==> src/rtl/mem_copy_dma_if.sv <==
// rtl/mem_copy_dma_if.sv - bus and control bundle between mem_copy_dma and its memory/arbiter side
interface mem_copy_dma_if #(
  parameter int ADDR_W = 16,
  parameter int DATA_W = 16,
  parameter int LEN_W  = 16
);
  logic              i_start;
  logic [ADDR_W-1:0] i_src;
  logic [ADDR_W-1:0] i_dst;
  logic [LEN_W-1:0]  i_len;
  logic              i_grant;
  logic              o_rd;
  logic              o_wr;
  logic [ADDR_W-1:0] o_address;
  logic [DATA_W-1:0] o_bus;
  logic [DATA_W-1:0] i_bus;
  logic              o_busy;
  logic              o_done;

  modport master (
    input  i_start, i_src, i_dst, i_len, i_grant, i_bus,
    output o_rd, o_wr, o_address, o_bus, o_busy, o_done
  );

  modport slave (
    output i_start, i_src, i_dst, i_len, i_grant, i_bus,
    input  o_rd, o_wr, o_address, o_bus, o_busy, o_done
  );
endinterface

==> src/rtl/mem_copy_dma.sv <==
// rtl/mem_copy_dma.sv - second bus master copying a block of words, one read/wait/write per word
module mem_copy_dma #(
  parameter int ADDR_W = 16,
  parameter int DATA_W = 16,
  parameter int LEN_W  = 16,
  parameter int RD_LAT = 1
) (
  input  logic           i_clk,
  input  logic           i_rst,
  mem_copy_dma_if.master bus
);
  localparam logic [2:0] S_IDLE = 3'd0;
  localparam logic [2:0] S_RD   = 3'd1;
  localparam logic [2:0] S_WAIT = 3'd2;
  localparam logic [2:0] S_WR   = 3'd3;
  localparam logic [2:0] S_DONE = 3'd4;
  localparam int CNT_W = 3;

  logic [2:0]        state_q, state_d;
  logic [ADDR_W-1:0] src_q, src_d;
  logic [ADDR_W-1:0] dst_q, dst_d;
  logic [LEN_W-1:0]  rem_q, rem_d;
  logic [DATA_W-1:0] data_q, data_d;
  logic [CNT_W-1:0]  cnt_q, cnt_d;

  logic              rd, wr, done;
  logic [ADDR_W-1:0] addr;
  logic [DATA_W-1:0] wdata;

  always_comb begin
    state_d = state_q;
    src_d   = src_q;
    dst_d   = dst_q;
    rem_d   = rem_q;
    data_d  = data_q;
    cnt_d   = cnt_q;
    rd      = 1'b0;
    wr      = 1'b0;
    done    = 1'b0;
    addr    = '0;
    wdata   = '0;
    case (state_q)
      S_IDLE: begin
        if (bus.i_start) begin
          src_d   = bus.i_src;
          dst_d   = bus.i_dst;
          rem_d   = bus.i_len;
          state_d = (bus.i_len == '0) ? S_DONE : S_RD;
        end
      end
      S_RD: begin
        if (bus.i_grant) begin
          rd      = 1'b1;
          addr    = src_q;
          cnt_d   = CNT_W'(RD_LAT);
          state_d = S_WAIT;
        end
      end
      S_WAIT: begin
        // Grant is not consulted: the read is already in flight at the memory.
        cnt_d = cnt_q - CNT_W'(1);
        if (cnt_q <= CNT_W'(1)) begin
          data_d  = bus.i_bus;
          state_d = S_WR;
        end
      end
      S_WR: begin
        if (bus.i_grant) begin
          wr      = 1'b1;
          addr    = dst_q;
          wdata   = data_q;
          src_d   = src_q + ADDR_W'(1);
          dst_d   = dst_q + ADDR_W'(1);
          rem_d   = rem_q - LEN_W'(1);
          state_d = (rem_q == LEN_W'(1)) ? S_DONE : S_RD;
        end
      end
      S_DONE: begin
        done    = 1'b1;
        state_d = S_IDLE;
      end
      default: state_d = S_IDLE;
    endcase
  end

  always_ff @(posedge i_clk) begin
    if (i_rst) begin
      state_q <= S_IDLE;
      src_q   <= '0;
      dst_q   <= '0;
      rem_q   <= '0;
      data_q  <= '0;
      cnt_q   <= '0;
    end else begin
      state_q <= state_d;
      src_q   <= src_d;
      dst_q   <= dst_d;
      rem_q   <= rem_d;
      data_q  <= data_d;
      cnt_q   <= cnt_d;
    end
  end

  assign bus.o_rd      = rd;
  assign bus.o_wr      = wr;
  assign bus.o_address = addr;
  assign bus.o_bus     = wdata;
  assign bus.o_busy    = (state_q != S_IDLE);
  assign bus.o_done    = done;
endmodule

==> src/flat_wrapper.sv <==
// flat-port wrapper written by rule: the top's interface ports become plain ports
module mem_copy_dma_flat 
#(
  parameter int ADDR_W = 16,
  parameter int DATA_W = 16,
  parameter int LEN_W  = 16,
  parameter int RD_LAT = 1
)
  (i_clk, i_rst, bus_i_start, bus_i_src, bus_i_dst, bus_i_len, bus_i_grant, bus_i_bus, bus_o_rd, bus_o_wr, bus_o_address, bus_o_bus, bus_o_busy, bus_o_done);
  mem_copy_dma_if #(.ADDR_W(ADDR_W), .DATA_W(DATA_W), .LEN_W(LEN_W)) bus_i ();
  input  logic i_clk;
  input  logic i_rst;
  input wire logic [$bits(bus_i.i_start)-1:0] bus_i_start;
  input wire logic [$bits(bus_i.i_src)-1:0] bus_i_src;
  input wire logic [$bits(bus_i.i_dst)-1:0] bus_i_dst;
  input wire logic [$bits(bus_i.i_len)-1:0] bus_i_len;
  input wire logic [$bits(bus_i.i_grant)-1:0] bus_i_grant;
  input wire logic [$bits(bus_i.i_bus)-1:0] bus_i_bus;
  output wire logic [$bits(bus_i.o_rd)-1:0] bus_o_rd;
  output wire logic [$bits(bus_i.o_wr)-1:0] bus_o_wr;
  output wire logic [$bits(bus_i.o_address)-1:0] bus_o_address;
  output wire logic [$bits(bus_i.o_bus)-1:0] bus_o_bus;
  output wire logic [$bits(bus_i.o_busy)-1:0] bus_o_busy;
  output wire logic [$bits(bus_i.o_done)-1:0] bus_o_done;
  assign bus_i.i_start = bus_i_start;
  assign bus_i.i_src = bus_i_src;
  assign bus_i.i_dst = bus_i_dst;
  assign bus_i.i_len = bus_i_len;
  assign bus_i.i_grant = bus_i_grant;
  assign bus_i.i_bus = bus_i_bus;
  assign bus_o_rd = bus_i.o_rd;
  assign bus_o_wr = bus_i.o_wr;
  assign bus_o_address = bus_i.o_address;
  assign bus_o_bus = bus_i.o_bus;
  assign bus_o_busy = bus_i.o_busy;
  assign bus_o_done = bus_i.o_done;
  mem_copy_dma #(.ADDR_W(ADDR_W), .DATA_W(DATA_W), .LEN_W(LEN_W), .RD_LAT(RD_LAT)) u_core (.i_clk(i_clk), .i_rst(i_rst), .bus(bus_i));
endmodule
==> config.mk <==
export PLATFORM = sky130hd
export DESIGN_NAME = mem_copy_dma_flat
export DESIGN_NICKNAME = d
export VERILOG_FILES = /design/src/rtl/mem_copy_dma_if.sv /design/src/rtl/mem_copy_dma.sv /design/src/flat_wrapper.sv
export SDC_FILE = /design/constraint.sdc
export NUM_CORES = 1
export LEC_CHECK = 0
export CAP_MARGIN = 20
export CELL_PAD_IN_SITES_DETAIL_PLACEMENT = 0
export CELL_PAD_IN_SITES_GLOBAL_PLACEMENT = 1
export CORE_MARGIN = 2
export CORE_UTILIZATION = 33
export CTS_CLUSTER_DIAMETER = 80
export DETAILED_ROUTE_END_ITERATION = 8
export PLACE_DENSITY = 0.87
export SYNTH_ARGS = -nofsm -noshare
export SYNTH_HDL_FRONTEND = slang
export SYNTH_SLANG_ARGS = --single-unit
==> constraint.sdc <==
create_clock -name i_clk -period 1.6 [get_ports i_clk]
set_input_delay 0.4 -clock i_clk [delete_from_list [all_inputs] [get_ports i_clk]]
set_output_delay 0.4 -clock i_clk [all_outputs]
set_load 0.01 [all_outputs]
==> results_tabular.tex <==
\begin{tabular}{lr}
\hline
Metric & Value \\
\hline
\multicolumn{2}{l}{\textbf{STA}} \\
\quad Transition time at the pin with the least slew margin & 0.433 ns \\
\quad Tmin final & 2.06 ns \\
\quad Unrepaired setup endpoints after global routing & yes \\
\quad Max frequency & between 0.4 and 0.5 GHz \\
\quad Final critical-path setup slack & -0.460 ns \\
\quad Hold Violations, Final & 0 \\
\quad Fraction of the cycle the final worst path needs & 1.29 \\
\quad Remaining max-slew budget at the tightest pin & 0.709 \\
\quad Final-layout setup total negative slack & -28.39 ns \\
\quad Number of setup violations in the final report & 101 \\
\quad Number of max-slew violations in the final report & 0 \\
\quad Final worst clock skew & just under 0.006 ns \\
\multicolumn{2}{l}{\textbf{Die}} \\
\quad Floorplan die height & 119 um \\
\quad Count of boundary I/O pins & 104 \\
\quad CORE AREA & between 0.01 and 0.015 sq mm \\
\quad Die width & 119 um \\
\quad Starting density of the core & 0.342 \\
\quad Core Rows & 41 \\
\quad Die ar. & roughly 0.014 sq mm \\
\multicolumn{2}{l}{\textbf{Logic synthesis}} \\
\quad Post-synth EDFFs & 0 \\
\quad Flops \& latches, synth & 70 \\
\quad Share of async-settable or async-resettable flops after synthesis & 0 \\
\quad Number of instances in the synthesized netlist & 547 \\
\quad Synth Net Count & roughly 620 \\
\quad Post-Syn Area per Cell & between 7 and 8 sq um \\
\quad Ranking of synthesized cells by area & dfxtp\_1 32\%, mux2i\_1 4.1\%, nor2\_1 4.1\% \\
\quad Synth warn & 0 \\
\quad Mapped cell area & 0.00435 sq mm \\
\quad Commonest register cell after synthesis & dfxtp\_1 \\
\quad Number of distinct library cells after synthesis & 74 \\
\quad Synth area leader & dfxtp\_1 \\
\quad Area share of the leading cell type in the synthesized netlist & 0.322 \\
\quad Sequential area share after synthesis & 0.322 \\
\multicolumn{2}{l}{\textbf{Layout}} \\
\quad Fraction of final layout cells with drive strength greater than 1 & 0.411 \\
\quad Layout-stage area growth over the synthesis result & 82.2\% \\
\quad Most common cell after layout, fill and taps aside & buf\_4 \\
\quad Post-layout util & 0.623 \\
\quad Fill cell count & 1005 \\
\quad Antenna fix cells & 0 \\
\quad Design area & 0.00793 sq mm \\
\quad Commonest cells after routing, fill and taps aside & 106 x buf\_4, 67 x dfxtp\_1, 60 x buf\_6, 57 x clkdlybuf4s50\_1, 43 x nor2\_1 \\
\quad NumNets Final & 864 \\
\multicolumn{2}{l}{\textbf{Drt}} \\
\quad Top layer in use & met4 \\
\quad Iteration-0 DRC Markers & between 500 and 600 \\
\quad Vias per std cell & 5.84 \\
\quad DR pass1 iterations & 6 \\
\quad Routed metal-1 wire length & 7700 um \\
\quad Detailed Route WL & 19300 um \\
\quad Met2 WL post-DR & 9500 um \\
\quad Average routed wire per standard cell & approximately 20 um \\
\quad DR vias & 5638 \\
\quad Count of antenna-violating nets left after detailed routing & 0 \\
\quad Number of remaining DRC errors & 0 \\
\quad Amount of wire on met3 after detailed routing & around 1500 um \\
\multicolumn{2}{l}{\textbf{Setup path}} \\
\quad Worst endpoint data arrival time & roughly 1.7 ns \\
\quad Kind of start point of the critical path & flop \\
\quad Worst EP required & 1.20 ns \\
\quad R2R setup slack & -0.36 ns \\
\quad Crit end category & output pin \\
\quad Crit Path Class & reg2out \\
\quad Critical-path maximum fanout & 5 \\
\multicolumn{2}{l}{\textbf{Global route}} \\
\quad Overall routing resource usage & 0.241 \\
\quad First-pass GRT wire length & 27200 um \\
\quad Gr ovfl total & 0 \\
\quad Antenna violations before repair & 0 \\
\quad Via count of the first global-routing pass & roughly 5200 \\
\quad Largest net degree at the start of global routing & 24 \\
\multicolumn{2}{l}{\textbf{Pwr}} \\
\quad Power per cell area & 814 mW/mm\^{}2 \\
\quad Max rail drop VDD & 0.484 mV \\
\quad LEAKAGE & 3.21 nW \\
\multicolumn{2}{l}{\textbf{CTS}} \\
\quad TritonCTS Buffers & 9 \\
\quad Clock tree root buffer cell & clkbuf\_16 \\
\quad Clk Latency, worst-skew pair & 0.34 ns \\
\quad Number of buffers on the longest clock path & 2 \\
\quad Level count of the clock H-tree & 3 \\
\quad \# hold bufs at CTS & 0 \\
\quad TritonCTS clock tree & done \\
\quad Clock slew seen by the registers of the worst setup and hold paths & $\sim$0.06 ns \\
\quad Number of clock sinks seen by CTS & 70 \\
\multicolumn{2}{l}{\textbf{Outcome}} \\
\quad Violated checks & negative setup slack \\
\quad Result of the run & finished, violations left \\
\multicolumn{2}{l}{\textbf{Min path}} \\
\quad Min-delay worst type & reg2reg \\
\multicolumn{2}{l}{\textbf{Flow run}} \\
\quad Number of violations of the max-capacitance limit & 0 \\
\multicolumn{2}{l}{\textbf{Placement}} \\
\quad Worst slack, placed & -0.979 ns \\
\quad Placed Area & 0.00633 sq mm \\
\quad Routability congestion estimate from global placement & 0.921 \\
\quad Port-buffer cells & slightly above 100 \\
\quad Post-DP HPWL & 11300 um \\
\hline
\end{tabular}
[layout make-up]
cell class              instances  area (sq um)  area share
multi-input cells             416          3170       0.399
repair buffers                275          2760       0.349
flip-flops and latches         70          1410       0.178
clock buffers                  11           233      0.0293
well taps                     172           215      0.0271
clock inverters                 4          72.6     0.00915
inverters                      18          67.6     0.00852
[stage by stage]
step,hold WS (ns),std cells,power (mW)
2_1_floorplan,0.452,547,2.79
3_3_place_gp,0.468,887,3.51
3_5_place_dp,0.478,887,3.55
4_1_cts,0.492,939,5.95
5_1_grt,0.523,966,6.65
6_report,0.498,966,6.45
[timing repair]
item                                    4_1_cts  5_1_grt
pin swaps                                    46       54
setup buffers                                27       36
endpoints found under the setup margin      102      104
resized for setup                           238      133
cloned                                       11        2
[state kept, by name, summed over array words and instances (netlist names)]
name,count
u_core.src_q,16
u_core.state_q,3
u_core.dst_q,16
u_core.data_q,16
u_core.rem_q,16
u_core.cnt_q,3
[critical path, stage by stage (launching register included)]
cell and delay (ns):
dfxtp_4 0.36, buf_6 0.11, nand4b_1 0.13, inv_2 0.08, buf_6 0.14, buf_16 0.13, buf_6 0.11, and2_4 0.15
buf_6 0.11
[cell usage after synthesis (4+ instances only)]
cell type and number:
o22ai_1 5, nor2_1 48, ha_1 6, buf_2 14
nand3_1 21, a22o_1 15, dfxtp_1 70, nor3_1 17
a21o_1 7, nor3b_1 5, nand4_1 15, and3_1 13
a22oi_1 7, o211ai_1 11, and2_1 27, a32oi_1 4
a211oi_1 8, mux2i_1 18, a21oi_1 34, buf_1 5
o32ai_1 4, inv_1 17, o21ai_0 29, clkbuf_1 20
and4_1 6, nand2_1 36, a221oi_1 5, nor4_1 10
[kinds of logic (layout without fill, tap and decap cells)]
kind of cell | count (synthesis) | count (layout) | share of synthesized area
fa+ha+maj | 6 | 6 | 0.0173
compound gates | 163 | 163 | 0.261
flops | 70 | 70 | 0.322
buf+inv | 62 | 308 | 0.0638
xor+xnor | 2 | 2 | 0.00403
mux | 18 | 18 | 0.0414
simple gates | 226 | 227 | 0.290
[routing by layer]
layer / global-route usage / vias to the layer above
met3: 0.0421 / 64
met4: 0.0751 / 0
met1: 0.316 / 2713
met5: 0 / -
li1: - / 2557
met2: 0.404 / 304
[final timing paths]
| path | from | depth (start not counted) | end |
|---|---|---|---|
| max | u_core.state_q[0] | 8 | bus_o_bus[12] |
| min | u_core.data_q[5] | 2 | u_core.data_q[5] |
| max reg2reg | u_core.state_q[0] | 8 | u_core.src_q[1] |
| min reg2reg | u_core.data_q[5] | 2 | u_core.data_q[5] |
[where the power goes]
group | switching (mW) | leakage, nW | internal [mW]
combinational | 1.04 | 2.49 | 1.20
clock | 0.777 | 0.146 | 1.35
sequential | 0.174 | 0.575 | 1.90
No activity file was read; power rests on OpenSTA's default activity.
